### config.mk
export PLATFORM = sky130hd
export DESIGN_NAME = ov7670_frame_stats
export DESIGN_NICKNAME = d
export VERILOG_FILES = /design/src/rtl/ov7670_frame_stats.sv
export SDC_FILE = /design/constraint.sdc
export NUM_CORES = 1
export LEC_CHECK = 0
export BUFFER_PORTS_ARGS = -buffer_cell sky130_fd_sc_hd__buf_4
export CAP_MARGIN = 20
export CELL_PAD_IN_SITES_DETAIL_PLACEMENT = 1
export CELL_PAD_IN_SITES_GLOBAL_PLACEMENT = 1
export CORE_MARGIN = 3
export CORE_UTILIZATION = 46
export DETAILED_ROUTE_END_ITERATION = 10
export GPL_ROUTABILITY_DRIVEN = 0
export MAX_ROUTING_LAYER = met4
export PLACE_DENSITY_LB_ADDON = 0.1
export SETUP_SLACK_MARGIN = 0.05
export SYNTH_ARGS = -nofsm -noshare
export SYNTH_HDL_FRONTEND = slang
export SYNTH_SLANG_ARGS = --single-unit
### constraint.sdc
create_clock -name clk -period 3.2 [get_ports clk]
set_input_delay 0.16 -clock clk [delete_from_list [all_inputs] [get_ports clk]]
set_output_delay 0.16 -clock clk [all_outputs]
set_load 0.01 [all_outputs]
### src/rtl/ov7670_frame_stats.sv
// OV7670 RGB565 frame statistics: per-frame channel averages, green-object row span
// and pixel count, published through a valid/ready output register.
module ov7670_frame_stats #(
  parameter int AVG_SHIFT = 14
) (
  input  logic        clk,
  input  logic        rst,
  input  logic        ena,
  input  logic [7:0]  cam_d,
  input  logic        cam_vsync,
  input  logic        cam_href,
  input  logic        cam_pclk,
  output logic        out_valid,
  input  logic        out_ready,
  output logic [7:0]  avg_red,
  output logic [7:0]  avg_green,
  output logic [7:0]  avg_blue,
  output logic [7:0]  height_rows,
  output logic [15:0] pix_count,
  output logic        frame_overrun,
  output logic        busy
);

  typedef enum logic [1:0] {ST_IDLE = 2'd0, ST_ACTIVE = 2'd1, ST_PUBLISH = 2'd2} state_t;

  state_t      state_q;
  logic [1:0]  pclk_q, href_q, vsync_q;
  logic        pclk_prev_q, href_prev_q, vsync_prev_q;
  logic [7:0]  d1_q, d2_q;
  logic        phase_q;
  logic [4:0]  r5_q;
  logic [2:0]  ghi_q;
  logic [23:0] sum_r_q, sum_g_q, sum_b_q;
  logic [15:0] cnt_q;
  logic [7:0]  row_q, min_row_q, max_row_q;
  logic        any_green_q;
  logic        out_valid_q, overrun_q, busy_q;
  logic [7:0]  avg_r_q, avg_g_q, avg_b_q, height_q;
  logic [15:0] pix_q;

  logic        byte_stb_s, vs_fall_s, vs_rise_s, href_fall_s, green_s;
  logic [5:0]  g6_s;
  logic [4:0]  b5_s;
  logic [23:0] sum_r_d, sum_g_d, sum_b_d;
  logic [15:0] cnt_d;
  logic [7:0]  height_d;

  function automatic logic [23:0] sat_add24(input logic [23:0] a, input logic [7:0] b);
    logic [24:0] t;
    t = {1'b0, a} + {17'd0, b};
    return t[24] ? 24'hFFFFFF : t[23:0];
  endfunction

  function automatic logic [7:0] avg8(input logic [23:0] s);
    logic [23:0] sh;
    sh = s >> AVG_SHIFT;
    return (sh > 24'd255) ? 8'hFF : sh[7:0];
  endfunction

  assign byte_stb_s  = pclk_q[1] & ~pclk_prev_q;
  assign vs_fall_s   = ~vsync_q[1] & vsync_prev_q;
  assign vs_rise_s   = vsync_q[1] & ~vsync_prev_q;
  assign href_fall_s = ~href_q[1] & href_prev_q;
  // Second byte of a pixel is on d2_q; the first byte's fields were latched in r5_q/ghi_q.
  assign g6_s        = {ghi_q, d2_q[7:5]};
  assign b5_s        = d2_q[4:0];
  assign green_s     = (g6_s > {r5_q, 1'b0}) && (g6_s > {b5_s, 1'b0});
  assign sum_r_d     = sat_add24(sum_r_q, {r5_q, 3'b000});
  assign sum_g_d     = sat_add24(sum_g_q, {g6_s, 2'b00});
  assign sum_b_d     = sat_add24(sum_b_q, {b5_s, 3'b000});
  assign cnt_d       = (cnt_q == 16'hFFFF) ? cnt_q : cnt_q + 16'd1;
  assign height_d    = any_green_q ? (max_row_q - min_row_q + 8'd1) : 8'd0;

  always_ff @(posedge clk) begin
    if (rst) begin
      pclk_q       <= 2'b00;
      href_q       <= 2'b00;
      vsync_q      <= 2'b00;
      pclk_prev_q  <= 1'b0;
      href_prev_q  <= 1'b0;
      vsync_prev_q <= 1'b0;
      d1_q         <= 8'd0;
      d2_q         <= 8'd0;
    end else begin
      pclk_q       <= {pclk_q[0], cam_pclk};
      href_q       <= {href_q[0], cam_href};
      vsync_q      <= {vsync_q[0], cam_vsync};
      pclk_prev_q  <= pclk_q[1];
      href_prev_q  <= href_q[1];
      vsync_prev_q <= vsync_q[1];
      d1_q         <= cam_d;
      d2_q         <= d1_q;
    end
  end

  always_ff @(posedge clk) begin
    if (rst) begin
      state_q     <= ST_IDLE;
      busy_q      <= 1'b0;
      out_valid_q <= 1'b0;
      overrun_q   <= 1'b0;
      avg_r_q     <= 8'd0;
      avg_g_q     <= 8'd0;
      avg_b_q     <= 8'd0;
      height_q    <= 8'd0;
      pix_q       <= 16'd0;
      sum_r_q     <= 24'd0;
      sum_g_q     <= 24'd0;
      sum_b_q     <= 24'd0;
      cnt_q       <= 16'd0;
      row_q       <= 8'd0;
      min_row_q   <= 8'hFF;
      max_row_q   <= 8'd0;
      any_green_q <= 1'b0;
      phase_q     <= 1'b0;
      r5_q        <= 5'd0;
      ghi_q       <= 3'd0;
    end else begin
      if (out_valid_q && out_ready) begin
        out_valid_q <= 1'b0;
      end
      case (state_q)
        ST_IDLE: begin
          if (ena && vs_fall_s) begin
            state_q     <= ST_ACTIVE;
            busy_q      <= 1'b1;
            sum_r_q     <= 24'd0;
            sum_g_q     <= 24'd0;
            sum_b_q     <= 24'd0;
            cnt_q       <= 16'd0;
            row_q       <= 8'd0;
            min_row_q   <= 8'hFF;
            max_row_q   <= 8'd0;
            any_green_q <= 1'b0;
            phase_q     <= 1'b0;
          end
        end
        ST_ACTIVE: begin
          if (!ena) begin
            state_q <= ST_IDLE;
            busy_q  <= 1'b0;
          end else begin
            if (vs_rise_s) begin
              state_q <= ST_PUBLISH;
              busy_q  <= 1'b0;
            end
            if (href_fall_s && (row_q != 8'hFF)) begin
              row_q <= row_q + 8'd1;
            end
            if (!href_q[1]) begin
              phase_q <= 1'b0;
            end else if (byte_stb_s) begin
              phase_q <= ~phase_q;
              if (!phase_q) begin
                r5_q  <= d2_q[7:3];
                ghi_q <= d2_q[2:0];
              end else begin
                sum_r_q <= sum_r_d;
                sum_g_q <= sum_g_d;
                sum_b_q <= sum_b_d;
                cnt_q   <= cnt_d;
                if (green_s) begin
                  any_green_q <= 1'b1;
                  if (row_q < min_row_q) min_row_q <= row_q;
                  if (row_q > max_row_q) max_row_q <= row_q;
                end
              end
            end
          end
        end
        ST_PUBLISH: begin
          state_q <= ST_IDLE;
          // Empty frames publish nothing; a full output register with no ack drops the result.
          if (cnt_q != 16'd0) begin
            if (!out_valid_q || out_ready) begin
              out_valid_q <= 1'b1;
              avg_r_q     <= avg8(sum_r_q);
              avg_g_q     <= avg8(sum_g_q);
              avg_b_q     <= avg8(sum_b_q);
              height_q    <= height_d;
              pix_q       <= cnt_q;
            end else begin
              overrun_q <= 1'b1;
            end
          end
        end
        default: begin
          state_q <= ST_IDLE;
          busy_q  <= 1'b0;
        end
      endcase
    end
  end

  assign out_valid     = out_valid_q;
  assign avg_red       = avg_r_q;
  assign avg_green     = avg_g_q;
  assign avg_blue      = avg_b_q;
  assign height_rows   = height_q;
  assign pix_count     = pix_q;
  assign frame_overrun = overrun_q;
  assign busy          = busy_q;

endmodule

Yosys cells after proc, flatten, opt, wreduce, memory -nomap -nowiden
Cells that the tools add are included.
{ "totals": {"ff_bits": 200, "output_inout_bits": 51, "word_cells": 162, "in_bits": 15} }
{ "classes": {"eq_ne": 16, "bitwise": 11, "n_reduce_logical": 21, "order_cmp": 7, "n_mux": 72, "addsub": 7} }
{ "ops": {"columns": ["operator", "n"], "rows": [
  ["$mux 24", 16],
  ["$mux 8", 20],
  ["$pmux 24 s2", 3],
  ["$mux 16", 6],
  ["$add 24x8->25", 3],
  ["$pmux 8 s2", 3],
  ["$pmux 16 s2", 1],
  ["$gt 10x8->1 const B", 3],
  ["$ne 2x2->1 const B", 10],
  ["$add 16x1->16 const B", 1],
  ["$add 8x1->8 const B", 2],
  ["$eq 16x16->1 const B", 1],
  ["$mux 1", 16],
  ["$reduce_and 8->1", 2],
  ["$reduce_bool 16->1", 1],
  ["$reduce_and 7->1", 2],
  ["$gt 6x6->1", 2],
  ["$reduce_and 3->1", 3],
  ["$gt 8x8->1", 1],
  ["$lt 8x8->1", 1],
  ["$ne 8x8->1 const B", 1],
  ["$reduce_and 4->1", 2],
  ["$sub 8x8->8", 1],
  ["$not 1->1", 7],
  ["16 further kinds", 26]
]} }

Longest topological paths before layout
Gate-level depths: netlist of the first run.
{ "logic_depth": {"ltp_word": 8, "ltp_mapped": 12, "ltp_nobuf": 12} }

Least setup slack after synthesis of the first run
OpenSTA, ideal clock, no wires.
{ "synth_path": {"path_kind": "flip-flop to flip-flop", "startpoint": "register d2_q[5]", "endpoint": "register sum_g_q[22]", "arrival_ps": 2115, "path_slack_ps": 951, "period_less_slack_ps": 2249, "path_buffers": 0, "setup_ps": 134, "path_stages_with_launch": 9, "required_time_ps": 3066, "cell_sequence": "dfxtp_1 ha_1 fa_1 a21o_1 a221oi_2 or4_4 nand2_1 o21ai_0 a211oi_1"} }
{ "synth_between": {"elab_chain_cells": 7} }
{ "synth_rtl": {"columns": ["element", "line_no", "source"], "rows": [
  ["start: declaration", "29", "logic [7:0] d1_q, d2_q;"],
  ["start signal: assignment", "92", "d2_q <= d1_q;"],
  ["$add 24x8->25", "50", "t = {1'b0, a} + {17'd0, b};"],
  ["$mux 24", "51", "return t[24] ? 24'hFFFFFF : t[23:0];"],
  ["$mux 24", "154", "if (!phase_q) begin"],
  ["$mux 24", "152", "end else if (byte_stb_s) begin"],
  ["$mux 24", "150", "if (!href_q[1]) begin"],
  ["$mux 24", "139", "if (!ena) begin"],
  ["$pmux 24 s2", "122", "case (state_q)"],
  ["end signal: assignment", "159", "sum_g_q <= sum_g_d;"],
  ["end: declaration", "33", "logic [23:0] sum_r_q, sum_g_q, sum_b_q;"]
]} }
No other way between the ends. The select of a mux whose other input is x is not followed.
A chain may end at the register's enable or synchronous reset.

Worst setup path in the final report of the first run
{ "layout_path": {"startpoint": "register r5_q[1]", "endpoint": "register max_row_q[2]"} }
{ "layout_between": {"elab_chain_cells": 4} }
{ "layout_rtl": {"columns": ["element", "line_no", "source"], "rows": [
  ["start: declaration", "31", "logic [4:0] r5_q;"],
  ["start signal: assignment", "155", "r5_q <= d2_q[7:3];"],
  ["$gt 6x6->1", "67", "assign green_s = (g6_s > {r5_q, 1'b0}) && (g6_s > {b5_s, 1'b0});"],
  ["$logic_and 1x1->1", "67", null],
  ["$ne 2x2->1 (no line)", null, null],
  ["$reduce_and 8->1 (no line)", null, null],
  ["end signal: assignment", "165", "if (row_q > max_row_q) max_row_q <= row_q;"],
  ["end: declaration", "35", "logic [7:0] row_q, min_row_q, max_row_q;"]
]} }
No other way between the ends.

==> results of run 1 <==
[power by group]
part	internal, mW	switching (mW)
clock network	1.16	0.963
logic	0.0539	0.0894
registers	2.40	0.0104
[repair_timing]
action / 4_1_cts / 5_1_grt
hold buffers: 12 / 0
resized for setup: 0 / 0
hold endpoints to repair: 12 / 0
[cells in the mapped netlist, drive strengths merged (11+ instances only)]
library cell / n / area share (%)
nand2b: 12 / 0.81
nand2: 109 / 4.4
nand3: 34 / 1.8
a21o: 14 / 1.1
xnor2: 26 / 2.4
nor2b: 33 / 2.2
mux2i: 13 / 1.4
a21oi: 81 / 4.4
nor2: 98 / 4.0
nor4: 40 / 2.9
buf: 16 / 0.81
ha: 57 / 7.7
nand4: 16 / 1.1
nor3: 55 / 3.0
o21ai: 52 / 2.8
a31oi: 21 / 1.4
inv: 55 / 2.2
clkbuf: 34 / 1.4
and2: 11 / 0.81
dfxtp: 192 / 41
and3: 17 / 1.1
[stage by stage]
stage          instances  hold slack (ns)
6_report            1435           0.0584
4_1_cts             1435           0.0379
3_5_place_dp        1393            0.380
3_3_place_gp        1393            0.370
5_1_grt             1435           0.0620
2_1_floorplan       1095            0.280
[worst paths after layout]
path / start / to / cells after the start
worst max-delay path: r5_q[1] / max_row_q[2] / 8
worst min-delay path: out_ready / out_valid / 4
worst max register to register: r5_q[1] / max_row_q[2] / 8
worst min register to register: d1_q[1] / d2_q[1] / 1
[metal layers]
| layer | vias up | global-route usage (%) |
|---|---|---|
| li1 | 4037 | - |
| met2 | 154 | 40.2 |
| met5 | - | - |
| met1 | 4040 | 32.2 |
| met3 | 27 | 3.69 |
| met4 | 0 | 6.28 |
[flip-flops by register name (all words and copies together), names as in the netlist, 8 cells and up]
signal and count:
min_row_q 8, sum_r_q 21, avg_green 8, pix_count 16, sum_b_q 21, height_rows 8
cnt_q 16, d2_q 8, avg_red 8, d1_q 8, sum_g_q 22, row_q 8
avg_blue 8, max_row_q 8
[area by class of cell]
type	count	area [um^2]
inverters	55	206
fillers	2366	8900
multi-input cells	798	5070
well taps	265	332
flip-flops and latches	192	3840
repair buffers	95	743
clock inverters	11	134
clock buffers	19	433
[cell families after synthesis]
kind of cell | count (synthesis)
and+or+nand+nor | 457
AOI/OAI and AO/OA | 236
DFF | 192
buffers and inverters | 105
adders and majority gates | 61
xor gates and xnor gates | 31
muxes | 13
[worst max-delay path, cell delays in order, from the launching register on]
cell and delay [ns]:
dfxtp_1 0.38, inv_1 0.10, ha_1 0.29, nand4_1 0.11, o21ba_2 0.21, a221oi_1 0.66
o211a_1 0.29, o22ai_1 0.18, a22o_1 0.31
==> metrics.yaml, run 1 <==
status: "completed"
finalHoldViolCount: 0
overflow: 0
mostFrequentLayoutCell: "dfxtp_1"
syn_to_final_growth_pct: 15.7
grt_antenna_before_repair: 0
grt_pass1_wl_um: 43200
dr.first_iter.drc_count: 408
start_util_pct: 47.3
cap_violations: 0
core-area_mm2: 0.0197
synth_compound_area_share_pct: 16.4
cts.path.max_buffers: 2
portBuffers: 65
htree_levels: 4
synth.cell_area_mm2: 0.00930
skew_ns: 0.00997
p_total_mw: 4.68
numCtsBuffers: 17
period_minus_slack_ns: 2.63
clk_pin_slew_ns: 0.07
track_usage_pct: 24.6
postSynthCellCount: 1095
wl_met2_um: 12100
yosysWarningCount: 0
routed_via_density: 5.75
final_cell_area_mm2: 0.0108
worst_setup_path_start_kind: "flop"
endpoint_kind: "flop"
wl_met1_um: 12300
wl_met3_um: 847
rsz0062_at_grt: "false"
ios: 66
dieHeight_um: 148
hp-class: "input port to flop"
dpl.hpwl_um: 18100
worstSetupPathType: "flop to flop"
p_leak_nw: 4.26
cts_tree: "done"
drive_gt1_share_pct: 12.0
synth_top_family_by_area: "simple AND/OR/NAND/NOR gates"
row_count: 51
slew_violations: 0
wl_um: 25600
syn_nets: 1171
final_nets: 1235
cp_max_fo: 7
setup_viol: 0
synth_edf_count: 0
pwr_density_cell_mw_per_mm2: 435
vias: 8258
synth-seq-cells: 192
finalCritPeriodShare_pct: 82.3
root_buffer: "clkbuf_16"
synthXorXnorAreaFrac_pct: 2.92
grt_pass1_vias: 8452
synthSimpleGateAreaFrac_pct: 25.1
numClockSinks: 192
ant_nets: 0
synthAdderAreaFrac_pct: 8.53
ir_worst_vdd_mv: 0.280
fp.dieW_um: 148
pre_cts_ws_ns: 0.591
fin_util_pct: 54.7
required_ns: 3.52
muxShareOfSynthArea_pct: 1.40
max_freq_ghz: 0.380
mostFrequentLayoutCells: "dfxtp_1, nand2_1, nor2_1"
routedWlPerCell_um: 17.8
synth_flop_cell: "dfxtp_1"
post-cts-setup-buffers: 0
worst_slack_ns: 0.568
seq_area_frac_synth_pct: 41.3
worst_skew_pair.late_latency_ns: 0.43
async_flop_share_pct: 0
synth_cell_types: 69
highest_layer: "met4"
worst_pin_slew_ns: 0.990
die_area_mm2: 0.0220
r2r_slack_ns: 0.57
place_area_mm2: 0.0101
slew_headroom_pct: 33.4
setup_tns_ns: 0
avgSynthCellArea_um2: 8.49
num_antenna_cells: 0
grt_max_degree: 56
drt_pre_antenna_iters: 5
arrival_ns: 2.95
route.detailed.drc: 0
No activity file was read; power rests on OpenSTA's default activity.
==> inputs of run 2 (changes only) <==
==> constraint.sdc (replaced) <==
create_clock -name clk -period 2.7 [get_ports clk]
set_input_delay 0.135 -clock clk [delete_from_list [all_inputs] [get_ports clk]]
set_output_delay 0.135 -clock clk [all_outputs]
set_load 0.01 [all_outputs]
==> run 2 against run 1 <==
  * Global-route usage decreased by 0.80 points
  * Worst setup slack got worse by 0.33 ns
  * Register-to-register slack got worse by 0.33 ns
  * First-iteration DRC count increased by 5.1%
  * Critical path depth increased by 2
  * Routed wire length decreased by 2.7%
  * Die area unchanged
==> metrics.yaml, run 2 (synthesis results as in run 1) <==
drt_pre_antenna_iters: 5  # unchanged
dpl.hpwl_um: 18000  # was 18,100 um
final_nets: 1246  # was 1,235
reg_top3: "sum_g_q: 22 flops, sum_b_q: 21 flops, sum_r_q: 21 flops"  # unchanged
p_seq_share_pct: 52.5  # was 51.6%
period_minus_slack_ns: 2.46  # was 2.63 ns
worst_skew_pair.late_latency_ns: 0.44  # was 0.43 ns
pwr_density_cell_mw_per_mm2: 502  # was 435 mW/mm^2
setup_tns_ns: 0  # unchanged
swShare_pct: 22.6  # was 22.7%
rsz0062_at_grt: "false"  # unchanged
hp-class: "input port to flop"  # unchanged
critical_path.slowest_cell: "fa_1"  # was a221oi_1
routed_via_density: 5.63  # was 5.75
dieHeight_um: 148  # unchanged
drive_gt1_share_pct: 13.0  # was 12.0%
start_util_pct: 47.3  # unchanged
core-area_mm2: 0.0197  # unchanged
worst_pin_slew_ns: 0.669  # was 0.990 ns
ir_worst_vdd_mv: 0.390  # was 0.280 mV
intPower_mw: 4.22  # was 3.61 mW
wl_um: 24900  # was 25,600 um
fin_util_pct: 55.3  # was 54.7%
endpoint_kind: "flop"  # unchanged
grt_max_degree: 47  # was 56
rr_startpoint: "r5_q[0]"  # was r5_q[1]
fp.dieW_um: 148  # unchanged
root_buffer: "clkbuf_16"  # unchanged
clk_pin_slew_ns: 0.07  # about the same
slew_headroom_pct: 55.4  # was 33.4%
row_count: 51  # unchanged
routedWlPerCell_um: 17.2  # was 17.8 um
grt_antenna_before_repair: 0  # unchanged
whs_ns: 0.0240  # was 0.0584 ns
numClockSinks: 192  # unchanged
slowest_delay_ns: 0.39  # was 0.66 ns
grt_pass1_vias: 8162  # was 8,452
required_ns: 3.06  # was 3.52 ns
cts_tree: "done"  # unchanged
fillerInstances: 2398  # was 2,366
htree_levels: 4  # unchanged
crit_chain: "ha_1 > inv_1 > fa_1 > nand2b_1 > a21oi_1 > o211ai_1 > buf_4 > nor2_1 > a21oi_1 > a311oi_2"  # was inv_1 > ha_1 > nand4_1 > o21ba_2 > a221oi_1 > o211a_1 > o22ai_1 > a22o_1
portBuffers: 65  # unchanged
cpMostUsedCell: "a21oi_1"
track_usage_pct: 23.8  # was 24.6%
arrival_ns: 2.82  # was 2.95 ns
finalCritPeriodShare_pct: 91.1  # was 82.3%
dr.first_iter.drc_count: 429  # was 408
num_antenna_cells: 0  # unchanged
regMostFlops: "sum_g_q"  # unchanged
p_switching_mw: 1.23  # was 1.06 mW
numCtsBuffers: 17  # unchanged
min_from: "out_ready"  # unchanged
route.detailed.drc: 0  # unchanged
max_freq_ghz: 0.407  # was 0.380 GHz
ant_nets: 0  # unchanged
slew_violations: 0  # unchanged
crit_start: "r5_q[0]"  # was r5_q[1]
die_area_mm2: 0.0220  # unchanged
mostFrequentLayoutCells: "dfxtp_1, nand2_1, nor2_1"  # unchanged
cp_max_fo: 6  # was 7
setup_viol: 0  # unchanged
worst_setup_path_start_kind: "flop"  # unchanged
grt_pass1_wl_um: 41900  # was 43,200 um
power_frac_comb_pct: 3.3  # was 3.1%
p_leak_nw: 4.31  # was 4.26 nW
status: "completed"  # unchanged
overflow: 0  # unchanged
worstSetupPathType: "flop to flop"  # unchanged
largest_reg_flops: 22  # unchanged
ios: 66  # unchanged
multi_input_area_mm2: 0.00507  # about the same
syn_to_final_growth_pct: 16.8  # was 15.7%
clkPwrFrac_pct: 44.2  # was 45.3%
cap_violations: 0  # unchanged
vias: 8143  # was 8,258
ff_latch_area_mm2: 0.00384  # unchanged
finalHoldViolCount: 0  # unchanged
p_total_mw: 5.45  # was 4.68 mW
mostFrequentLayoutCell: "dfxtp_1"  # unchanged
skew_ns: 0.0122  # was 0.00997 ns
cts.path.max_buffers: 2  # unchanged
run 2: cell count changes in the layout (fill, tap and decap cells not counted), moves of 2 or more:
cell,before,now
clkinvlp_4,1,3
clkinv_4,3,0
buf_4,83,92
buf_12,0,2
run 2: metal layers:
layer  vias up  GRT usage (%)  part of all wire, %
met5         -              -                    0
met4         0           5.59                  1.3
met3        26           3.81                  3.1
met2       114           38.0                   47
met1      3926           31.9                   49
li1       4077              -                    -
run 2: area by class of cell:
type / count / share of cell area, %
repair buffers: 106 / 7.83
multi-input cells: 798 / 46.7
clock buffers: 20 / 4.11
well taps: 265 / 3.05
clock inverters: 11 / 0.979
flip-flops and latches: 192 / 35.4
inverters: 55 / 1.90
run 2: what timing repair did:
action,in CTS,in global routing
buffers inserted,0,1
gates resized for setup,0,2
hold buffers,12,0
endpoints found under the setup margin,0,8
hold endpoints to repair,12,0
run 2: final timing paths:
kind / endpoint / slack [ns] / cells past startpoint
worst min register to register: d2_q[6] / 0.44 / 1
worst max-delay path: sum_r_q[23] / 0.24 / 10
worst min-delay path: out_valid / 0.02 / 4
worst max register to register: sum_r_q[23] / 0.24 / 10
run 2: per-stage QoR:
stage / setup slack, ns / area, um^2 / std cells
6_report: 0.241 / 10900 / 1447
5_1_grt: 0.0557 / 10900 / 1447
4_1_cts: 0.155 / 10800 / 1446
3_5_place_dp: 0.172 / 10200 / 1403
3_3_place_gp: 0.222 / 10200 / 1403
2_1_floorplan: 0.451 / 9300 / 1095
run 2: critical path: cells and delay by family (launching register included):
family	cells	cell delay [ns]
buffers and inverters	2	0.27
AO/OA/AOI/OAI	4	0.77
flip-flops	1	0.37
adder cells (fa/ha/maj)	2	0.59
AND/OR/NAND/NOR	2	0.38
run 2: power groups by stage:
| stage | clock network [mW] | registers, mW | logic [mW] |
|---|---|---|---|
| 2_1_floorplan | 0 | 2.92 | 0.0959 |
| 3_3_place_gp | 0 | 2.92 | 0.162 |
| 5_1_grt | 2.61 | 2.86 | 0.198 |
| 3_5_place_dp | 0 | 2.93 | 0.166 |
| 6_report | 2.41 | 2.86 | 0.179 |
| 4_1_cts | 2.49 | 2.86 | 0.180 |
